**src/rtl/sync_fifo_defs.vh**
```
// sync_fifo_defs.vh: occupancy arithmetic and flag-compare helpers shared by
// the sync FIFO family (single- and multi-channel variants).
// The macro section is guarded; the localparam section is meant to be
// included once inside the body of a module that has an ASIZE parameter.
`ifndef SYNC_FIFO_DEFS_VH
`define SYNC_FIFO_DEFS_VH

// Depth and pointer width derived from the address width.
`define SFL_DEPTH(asize)  (1 << (asize))
`define SFL_PTR_W(asize)  ((asize) + 1)

// Next occupancy: one in for an accepted write, one out for an accepted read.
`define SFL_COUNT_NEXT(cnt, wr, rd, w) ((cnt) + w'(wr) - w'(rd))

// Flag compares against an occupancy value of width w.
`define SFL_IS_FULL(cnt, depth, w)  ((cnt) == w'(depth))
`define SFL_IS_EMPTY(cnt, w)        ((cnt) == w'(0))
`define SFL_AT_LEAST(cnt, thresh)   ((cnt) >= (thresh))
`define SFL_AT_MOST(cnt, thresh)    ((cnt) <= (thresh))

`endif

// Geometry of the including module.
localparam int DEPTH = `SFL_DEPTH(ASIZE);
localparam int PTR_W = `SFL_PTR_W(ASIZE);

```
**src/rtl/sync_fifo_lvl_pkg.sv**
```systemverilog
// sync_fifo_lvl_pkg: shared types and default sizing for the single-clock
// level-reporting FIFO (sync_fifo_lvl) and its storage sub-module.
package sync_fifo_lvl_pkg;

  // Default geometry: 8-bit words, 16 entries.
  localparam int DSIZE_DEF = 8;
  localparam int ASIZE_DEF = 4;

  // Registered status flags, all derived from the next occupancy.
  typedef struct packed {
    logic wfull;
    logic rempty;
    logic almost_full;
    logic almost_empty;
  } fifo_flags_t;

  // Flag values while in reset: empty, not full, below any almost-full level.
  localparam fifo_flags_t FLAGS_RESET = '{
    wfull:        1'b0,
    rempty:       1'b1,
    almost_full:  1'b0,
    almost_empty: 1'b1
  };

endpackage

```
**src/rtl/sync_fifo_mem.sv**
```systemverilog
// sync_fifo_mem: dual-port storage for sync_fifo_lvl.
// Synchronous write port, asynchronous (combinational) read port.
module sync_fifo_mem #(
  parameter int DSIZE = 8,
  parameter int ASIZE = 4
) (
  input  logic             clk,
  input  logic             i_we,
  input  logic [ASIZE-1:0] i_waddr,
  input  logic [DSIZE-1:0] i_wdata,
  input  logic [ASIZE-1:0] i_raddr,
  output logic [DSIZE-1:0] o_rdata
);

  localparam int DEPTH = 1 << ASIZE;

  logic [DSIZE-1:0] r_mem [DEPTH];

  // Write port: store the word on an accepted write.
  // NOTE: storage has no reset; the pointers alone decide which entries are
  // valid, and leaving the array unreset lets it map onto RAM primitives.
  always_ff @(posedge clk) begin
    if (i_we) begin
      r_mem[i_waddr] <= i_wdata;
    end
  end

  // Read port: the addressed entry, combinationally.
  assign o_rdata = r_mem[i_raddr];

endmodule

```
**src/rtl/sync_fifo_lvl.sv**
```systemverilog
// sync_fifo_lvl: single-clock FIFO with registered full/empty flags, fill
// level, programmable almost-full/almost-empty levels and sticky
// overflow/underflow flags.
// Optional build macro SYNC_FIFO_FWFT_EN selects first-word-fall-through
// reads (rdata shows the head entry whenever not empty); without it, rdata
// is registered on each accepted read.
module sync_fifo_lvl
  import sync_fifo_lvl_pkg::*;
#(
  parameter int DSIZE = DSIZE_DEF,
  parameter int ASIZE = ASIZE_DEF
) (
  input  logic             clk,
  input  logic             rst,
  input  logic [DSIZE-1:0] wdata,
  input  logic             winc,
  input  logic             rinc,
  input  logic [ASIZE:0]   afull_thresh,
  input  logic [ASIZE:0]   aempty_thresh,
  input  logic             err_clr,
  output logic [DSIZE-1:0] rdata,
  output logic             wfull,
  output logic             rempty,
  output logic             almost_full,
  output logic             almost_empty,
  output logic [ASIZE:0]   count,
  output logic             overflow,
  output logic             underflow
);

  `include "sync_fifo_defs.vh"

  // Binary pointers with a wrap bit above the address bits.
  logic [PTR_W-1:0] r_wptr;
  logic [PTR_W-1:0] r_rptr;
  logic [PTR_W-1:0] r_count;
  logic [PTR_W-1:0] w_count_next;

  fifo_flags_t      r_flags;
  fifo_flags_t      w_flags_next;

  logic             r_overflow;
  logic             r_underflow;

  logic             w_wr_ok;
  logic             w_rd_ok;
  logic             w_set_overflow;
  logic             w_set_underflow;
  logic [DSIZE-1:0] w_mem_rdata;

  // Requests are accepted only against the registered flags, so a full FIFO
  // with both requests high reads only and an empty one writes only.
  assign w_wr_ok = winc & ~r_flags.wfull;
  assign w_rd_ok = rinc & ~r_flags.rempty;

  // A rejected request is an error but otherwise has no effect.
  assign w_set_overflow  = winc & r_flags.wfull;
  assign w_set_underflow = rinc & r_flags.rempty;

  assign w_count_next = `SFL_COUNT_NEXT(r_count, w_wr_ok, w_rd_ok, PTR_W);

  // Storage: written on accepted writes, read at the head address.
  sync_fifo_mem #(
    .DSIZE (DSIZE),
    .ASIZE (ASIZE)
  ) u_mem (
    .clk     (clk),
    .i_we    (w_wr_ok),
    .i_waddr (r_wptr[ASIZE-1:0]),
    .i_wdata (wdata),
    .i_raddr (r_rptr[ASIZE-1:0]),
    .o_rdata (w_mem_rdata)
  );

  // Advance the write and read pointers on accepted requests.
  // NOTE: state registers use non-blocking assignments so every register
  // samples pre-edge values regardless of statement order.
  always_ff @(posedge clk or posedge rst) begin
    if (rst) begin
      r_wptr <= '0;
      r_rptr <= '0;
    end else begin
      if (w_wr_ok) begin
        r_wptr <= r_wptr + PTR_W'(1);
      end
      if (w_rd_ok) begin
        r_rptr <= r_rptr + PTR_W'(1);
      end
    end
  end

  // Derive every flag from the next occupancy and the current thresholds.
  // A threshold of 0 makes almost_full true and one of DEPTH or more makes
  // almost_empty true, both falling out of the plain compares.
  always_comb begin
    // NOTE: a full default first keeps every field assigned on every path,
    // so no latch can be inferred if branches are added later.
    w_flags_next              = FLAGS_RESET;
    w_flags_next.wfull        = `SFL_IS_FULL(w_count_next, DEPTH, PTR_W);
    w_flags_next.rempty       = `SFL_IS_EMPTY(w_count_next, PTR_W);
    w_flags_next.almost_full  = `SFL_AT_LEAST(w_count_next, afull_thresh);
    w_flags_next.almost_empty = `SFL_AT_MOST(w_count_next, aempty_thresh);
  end

  // Register occupancy and flags together so they always agree.
  always_ff @(posedge clk or posedge rst) begin
    if (rst) begin
      r_count <= '0;
      r_flags <= FLAGS_RESET;
    end else begin
      r_count <= w_count_next;
      r_flags <= w_flags_next;
    end
  end

  // Sticky error flags: a new error in the same cycle as a clear wins.
  always_ff @(posedge clk or posedge rst) begin
    if (rst) begin
      r_overflow  <= 1'b0;
      r_underflow <= 1'b0;
    end else begin
      r_overflow  <= w_set_overflow  | (r_overflow  & ~err_clr);
      r_underflow <= w_set_underflow | (r_underflow & ~err_clr);
    end
  end

`ifdef SYNC_FIFO_FWFT_EN
  // Head entry shown straight from the asynchronous read port; it is only
  // meaningful while the FIFO is not empty.
  assign rdata = w_mem_rdata;
`else
  logic [DSIZE-1:0] r_rdata;

  // Capture the head entry on an accepted read and hold it until the next.
  always_ff @(posedge clk or posedge rst) begin
    if (rst) begin
      r_rdata <= '0;
    end else if (w_rd_ok) begin
      r_rdata <= w_mem_rdata;
    end
  end

  assign rdata = r_rdata;
`endif

  assign count        = r_count;
  assign wfull        = r_flags.wfull;
  assign rempty       = r_flags.rempty;
  assign almost_full  = r_flags.almost_full;
  assign almost_empty = r_flags.almost_empty;
  assign overflow     = r_overflow;
  assign underflow    = r_underflow;

endmodule

```
**config.mk**
```make
export PLATFORM = sky130hd
export DESIGN_NAME = sync_fifo_lvl
export DESIGN_NICKNAME = d
export VERILOG_FILES = /design/src/rtl/sync_fifo_lvl_pkg.sv /design/src/rtl/sync_fifo_mem.sv /design/src/rtl/sync_fifo_lvl.sv
export VERILOG_INCLUDE_DIRS = /design/src /design/src/rtl
export SDC_FILE = /design/constraint.sdc
export NUM_CORES = 1
export LEC_CHECK = 0
export ABC_AREA = 1
export CAP_MARGIN = 25
export CORE_AREA = 2 2 97 146
export CTS_BUF_LIST = sky130_fd_sc_hd__clkbuf_16
export DETAILED_ROUTE_END_ITERATION = 7
export DIE_AREA = 0 0 99 148
export DONT_BUFFER_PORTS = 1
export GPL_TIMING_DRIVEN = 0
export PLACE_DENSITY = 0.75
export SLEW_MARGIN = 40
export SYNTH_ARGS = -nofsm -noshare
export SYNTH_HDL_FRONTEND = slang
export SYNTH_SLANG_ARGS = --single-unit
```
**constraint.sdc**
```tcl
create_clock -name clk -period 4.54 [get_ports clk]
set_input_delay 0.681 -clock clk [delete_from_list [all_inputs] [get_ports clk]]
set_output_delay 0.681 -clock clk [all_outputs]
set_load 0.01 [all_outputs]
```
==> results of run 1 <==
## layout make-up
class	instances	area, um^2	share of cell area, %
plain buffers	22	133	1.80
clock inverters	12	108	1.46
flip-flops and latches	155	4520	61.2
multi-input cells	349	1790	24.2
inverters	36	135	1.83
well taps	162	203	2.74
clock buffers	20	500	6.78
## layout by cell type (no fill, tap or decap), types with 5 or more instances in the layout
| master | Yosys | routed |
|---|---|---|
| inv_1 | 35 | 36 |
| edfxtp_1 | 128 | 128 |
| buf_2 | 10 | 10 |
| dfrtp_1 | 25 | 25 |
| clkbuf_16 | 0 | 20 |
| xor2_1 | 7 | 7 |
| a21oi_1 | 34 | 34 |
| mux2i_1 | 5 | 5 |
| ha_1 | 18 | 18 |
| nand3_1 | 32 | 32 |
| nand2_1 | 135 | 135 |
| o22ai_1 | 10 | 10 |
| o21ai_0 | 35 | 35 |
| nor2_2 | 2 | 8 |
| nor2_1 | 51 | 45 |
| clkbuf_1 | 6 | 6 |
## worst reg2reg max path, cell delays in order (launching register included)
cell and delay, ns:
dfrtp_1 0.45, nor2_2 0.35, inv_1 0.09, ha_1 0.28, inv_1 0.04, ha_1 0.20, fa_1 0.41, xor2_1 0.31
ha_1 0.31, nand2_1 0.06, a21oi_1 0.04, a211oi_1 0.28, o21ai_0 0.14, nand3_1 0.09, nand2_1 0.05
## routing by layer
metal / wire [um] / track usage (%)
met1: 5180 / 22.1
met2: 8210 / 39.0
met3: 899 / 4.96
met5: 0 / 0
met4: 804 / 12.1
## stage by stage
step	setup WS [ns]	utilization (%)
5_1_grt	0.994	55.4
3_3_place_gp	1.16	50.7
6_report	1.34	55.4
3_5_place_dp	1.07	50.8
4_1_cts	1.28	55.3
2_1_floorplan	1.51	-
## final timing paths
| path | from | endpoint | slack, ns |
|---|---|---|---|
| max | wfull | almost_full | 1.34 |
| min | rst | count[3] | 0.21 |
| max reg2reg | wfull | almost_full | 1.34 |
| min reg2reg | rdata[1] | rdata[1] | 0.56 |
| max in group asynchronous | rst | rdata[0] | 3.92 |
| min in group clk | wdata[2] | u_mem.r_mem[14][2] | 0.35 |
## report_power, final
group	total [uW]	switching (uW)	internal (uW)
logic	1930	1300	628
registers	1970	178	1800
clock network	1420	567	854
total	5320	2040	3280
## flip-flops by register name, summed over array words and instances (netlist names)
signal        cells
u_mem.r_mem     128
rdata             8
count             5
r_rptr            4
r_wptr            4
almost_empty      1
almost_full       1
overflow          1
rempty            1
underflow         1
wfull             1
## kinds of logic after synthesis
kind of cell | share of synthesized area, %
fa+ha+maj | 3.74
flops | 68.9
buf+inv | 4.08
mux | 0.763
xor+xnor | 1.20
simple gates | 13.8
compound gates | 7.46
==> impl_results.md, run 1 <==
- Syn Area/Cell: 11.7 um^2
- Worst-Skew Late Latency: 0.43 ns
- Largest delay contributor family on the critical path: adder cells
- First-pass GRT wire length: 23000 um
- Synth warn: 0
- Hold slack: 0.210 ns
- # placed instances: 724
- Fin. max-slew vios: 0
- Post_cts resized: 0
- Post-CTS Setup Inserts: 0
- Tcrit/Tclk final: 70.6%
- Largest net degree at the start of global routing: 28
- Dpl hpwl: 10300 um
- Final setup violating endpoints: 0
- Synth unique cells: 30
- Critical Path End Type: register
- Clock Skew: between 0.006 and 0.007 ns
- Yosys reg bits: ~160
- Final Non-Filler Cells: 756
- Minimum clock period: 3.20 ns
- Post-DR wirelength/cell: approximately 20 um
- Setup TNS: 0 ns
- Layout cells sized above 1: 9.76%
- CTS tree: built
- Initial antenna violation count: 0
- Worst path cell trace: nor2_2, inv_1, ha_1, inv_1, ha_1, fa_1, xor2_1, ha_1, nand2_1, a21oi_1, a211oi_1, o21ai_0, nand3_1, nand2_1
- Cells on worst reg2reg path: 14
- Crit. path cell count: 14
- Leak: 0.00286 uW
- Initial DRT Pass Iterations: 7
- Number of synthesized flops with an enable pin: 128
- Area growth, synth to finish: 12.6%
- Port Buffer Count: 0
- Antenna Nets Post-Route: 0
- Final Hold Viols: 0
- Gr usage total: 21.4%
- Share of flip-flops with an asynchronous set or reset: 17.4%
- Hold_buf cts: 0
- Most common cell in the synthesized netlist: nand2_1
- Die Height: 148 um
- Finished Cell Area: 0.00739 mm^2
- Synth Flop Type: edfxtp_1
- Outcome: finished, final reports clean
- Via Count: 4331
- Routability Congestion: 0.858
- Cell mode on critical path: ha_1
- Root Buffer: clkbuf_16
- Crit start category: register
- GRT overflow: 0
- Largest stage delay, worst path: 0.45 ns
- Site Rows: 52
- CTS max path bufs: 2
- Initial core utilization: 49.2%
- Violation count after the first detailed-route iteration: about 330
- Hold WC Path Type: in2async
- Post-synthesis cell type with the largest combined area: edfxtp_1
- Mapped Area: 0.00656 mm^2
- Synth top area cells: edfxtp_1 59%, dfrtp_1 9.5%, nand2_1 7.7%, ha_1 3.4%, nor2_1 2.9%
- Slowest CP cell: dfrtp_1
- IR drop worst, VDD: 0.515 mV
- CORE AREA: between 0.01 and 0.015 mm^2
- Post-DP Area: 0.00677 mm^2
- Vias per cell: 5.73
- Fmax: 312 MHz
- Final-layout fill cell count: 1053
- Worst Max-Slew Pin Slew: 0.811 ns
- # H-tree levels: 4
- I/O pins: between 40 and 50
- Die ar.: approximately 0.015 mm^2
- Num CTS Buffers: 17
- CTS clk-pin slew, worst paths: 0.06 ns
- RSZ-0062 raised after global routing: false
- Post-route DRC violation count: 0
- Number of global-route vias before repair: 4418
- PD cells: 721 mW/mm^2
- Top-area cell type share of the netlist area: 58.6%
- CP required: between 4 and 5 ns
- CP Class: reg2reg
- Buf+Inv Stages, Crit Path: 2
- Crit Path Max Fanout: 9
- N_diodes: 0
- Most frequent cells after synthesis: 135 x nand2_1, 128 x edfxtp_1, 51 x nor2_1
- Cells after synthesis: 562
- Worst EP arrival: 3.53 ns
- NumNets Final: roughly 620
- Seq/Total Area, Yosys: 68.9%
- Num Clock Sinks: 155
- Max-cap violations: 0
- Synthesized Nets: 604
- Total Power: 5320 uW
- WL final: 15100 um
- Slew headroom: 45.7%
- Width of the die: ~99 um
Power figures use the tool's default switching activity.
==> run 2: changes to the inputs <==
Settings changed: PLACE_DENSITY 0.75 to 0.77.
Clock period 4.54 ns to 2.8 ns, I/O delays scaled along.
==> impl_results.md, run 2 (same netlist as run 1, synthesis figures left out) <==
- CP required: 3.17 ns (-1.69 ns)
- Area growth, synth to finish: 14.9%
- PD cells: 1210 mW/mm^2 (+67%)
- Hold slack: 0.0901 ns (-0.120 ns)
- Minimum clock period: 2.79 ns (-0.419 ns)
- Violation count after the first detailed-route iteration: 350 (+7.7%)
- N_diodes: 0 (unchanged)
- Total Power: 9100 uW (+71%)
- Tcrit/Tclk final: 99.5% (+29 points)
- Antenna Nets Post-Route: 0 (unchanged)
- Via Count: 4276 (-1.3%)
- I/O pins: 42 (unchanged)
- Gr usage total: 21.5% (+0.091 points)
- Slew headroom: 45.4% (-0.30 points)
- Outcome: finished, final reports clean
- Dpl hpwl: 10100 um (-2.0%)
- Num CTS Buffers: 17 (unchanged)
- # H-tree levels: 4 (unchanged)
- Most frequent cells in the layout: 135 x nand2_1, 128 x edfxtp_1, 42 x nor2_1, 34 x inv_1, 34 x o21ai_0
- CTS tree: built
- Vias per cell: 5.62 (-1.9%)
- Final setup violating endpoints: 0 (unchanged)
- Multi-input logic area: 0.00190 mm^2 (+6.6%)
- Width of the die: 99 um (unchanged)
- Final-layout fill cell count: 1037 (-1.5%)
- GRT overflow: 0 (unchanged)
- Grt met3 use: 6.19% (+1.2 points)
- Leak: 0.00287 uW (+0.34%)
- RSZ-0062 raised after global routing: true
- Hold WC Path Type: in2reg
- Finished Cell Area: 0.00754 mm^2 (+2.1%)
- Initial antenna violation count: 0 (unchanged)
- Clock Skew: 0.00976 ns (+0.00282 ns)
- Met2 Track Usage GR: 38.2% (-0.74 points)
- Site Rows: 52 (unchanged)
- Number of global-route vias before repair: 4558 (+3.2%)
- Worst EP arrival: 3.15 ns (-0.38 ns)
- CTS clk-pin slew, worst paths: 0.06 ns (about the same)
- Critical Path End Type: register
- Commonest non-fill, non-tap cell in the layout: nand2_1
- Fin util: 56.5% (+1.1 points)
- Max-cap violations: 0 (unchanged)
- Die Height: 148 um (unchanged)
- Layout cells sized above 1: 12.7% (+2.9 points)
- Post-route DRC violation count: 0 (unchanged)
- IR drop worst, VDD: 1.41 mV (+170%)
- Die ar.: 0.0147 mm^2 (unchanged)
- Fin. max-slew vios: 0 (unchanged)
- Initial DRT Pass Iterations: 5 (-2)
- First-pass GRT wire length: 23300 um (+1.5%)
- NumNets Final: 628 (+0.80%)
- Final Hold Viols: 0 (unchanged)
- Initial core utilization: 49.2% (unchanged)
- Worst Setup Slack, final: 0.0147 ns (-1.32 ns)
- Worst-Skew Late Latency: 0.43 ns (about the same)
- Port Buffer Count: 0 (unchanged)
- Root Buffer: clkbuf_16
- Post-DP Area: 0.00677 mm^2 (about the same)
- CP Class: reg2reg
- Crit start category: register
- Largest net degree at the start of global routing: 28 (unchanged)
- Post-DR wirelength/cell: 19.9 um (-0.57%)
- Crit Path Max Fanout: 4 (-5)
- GRT busiest layer: met2
- Routability Congestion: 0.885 (+3.1%)
- Most flops, register: u_mem.r_mem
- Worst Max-Slew Pin Slew: 0.816 ns (+0.00454 ns)
- CTS max path bufs: 2 (unchanged)
- FF/Latch Area: 0.00452 mm^2 (about the same)
- Max FFs per register: 128 (unchanged)
- Pre-CTS setup slack: -0.509 ns (-1.58 ns)
- WL final: 15100 um (about the same)
- Fmax: 359 MHz (+15%)
- Num Clock Sinks: 155 (unchanged)
- CORE AREA: 0.0133 mm^2 (unchanged)
- Routing usage on met1: 20.8% (-1.3 points)
==> run 2: cell types whose count changed in the layout (fill, tap and decap cells not counted), sizes merged <==
cell	previous run	this run
dlygate4sd3	0	1
buf	16	20
clkbuf	26	23
clkinvlp	0	3
clkinv	5	6
inv	42	39
bufinv	1	3
==> run 2: worst max-delay path, stage by stage (launching register included) <==
cell and delay [ns]:
dfstp_2 0.60, nor2_4 0.07, ha_4 0.26, inv_2 0.04, ha_4 0.16, fa_2 0.40, a21oi_2 0.16, o21bai_1 0.10
xnor2_1 0.19, inv_1 0.13, ha_4 0.28, a31oi_4 0.19, nand3_2 0.08, nand2_1 0.06
==> run 2: worst paths after layout <==
| check | from | slack [ns] | cells past startpoint | end |
|---|---|---|---|---|
| min | wdata[2] | 0.09 | 0 | u_mem.r_mem[13][2] |
| min reg2reg | rdata[1] | 0.56 | 2 | rdata[1] |
| min in group asynchronous | rst | 0.53 | 2 | count[2] |
| max in group asynchronous | rst | 1.83 | 2 | wfull |
| max reg2reg | rempty | 0.01 | 13 | almost_empty |
| max | rempty | 0.01 | 13 | almost_empty |
==> run 2: through the flow <==
stage	std cells	setup TNS (ns)
finish	761	0
global route	761	-0.148
CTS	760	0
detailed placement	724	-0.878
global placement	724	-0.621
floorplan	562	0
==> run 2: repair_timing <==
action,CTS,global route
setup buffers,3,1
endpoints found under the setup margin,2,2
hold buffers,1,0
gates resized for setup,12,7
pin swaps,6,9
endpoints found under the hold margin,25,0
==> run 2: layout make-up <==
| type | count | share of cell area, % |
|---|---|---|
| inverter | 36 | 1.79 |
| multi-input combinational | 349 | 25.2 |
| clock inverter | 15 | 2.29 |
| sequential | 155 | 60.0 |
| timing repair buffer | 5 | 0.581 |
| buffer | 22 | 1.76 |
| tap | 162 | 2.69 |
| clock buffer | 17 | 5.64 |
==> run 2: report_power, final <==
group / switching (uW) / total, uW / internal (uW)
clock: 894 / 2290 / 1400
sequential: 300 / 3210 / 2910
combinational: 2290 / 3590 / 1300
total: 3490 / 9100 / 5610
==> run 2: routing by layer <==
layer	part of all wire, %	routed length (um)
met2	54	8160
met4	5.5	838
met1	34	5070
met3	6.9	1040
met5	0	0
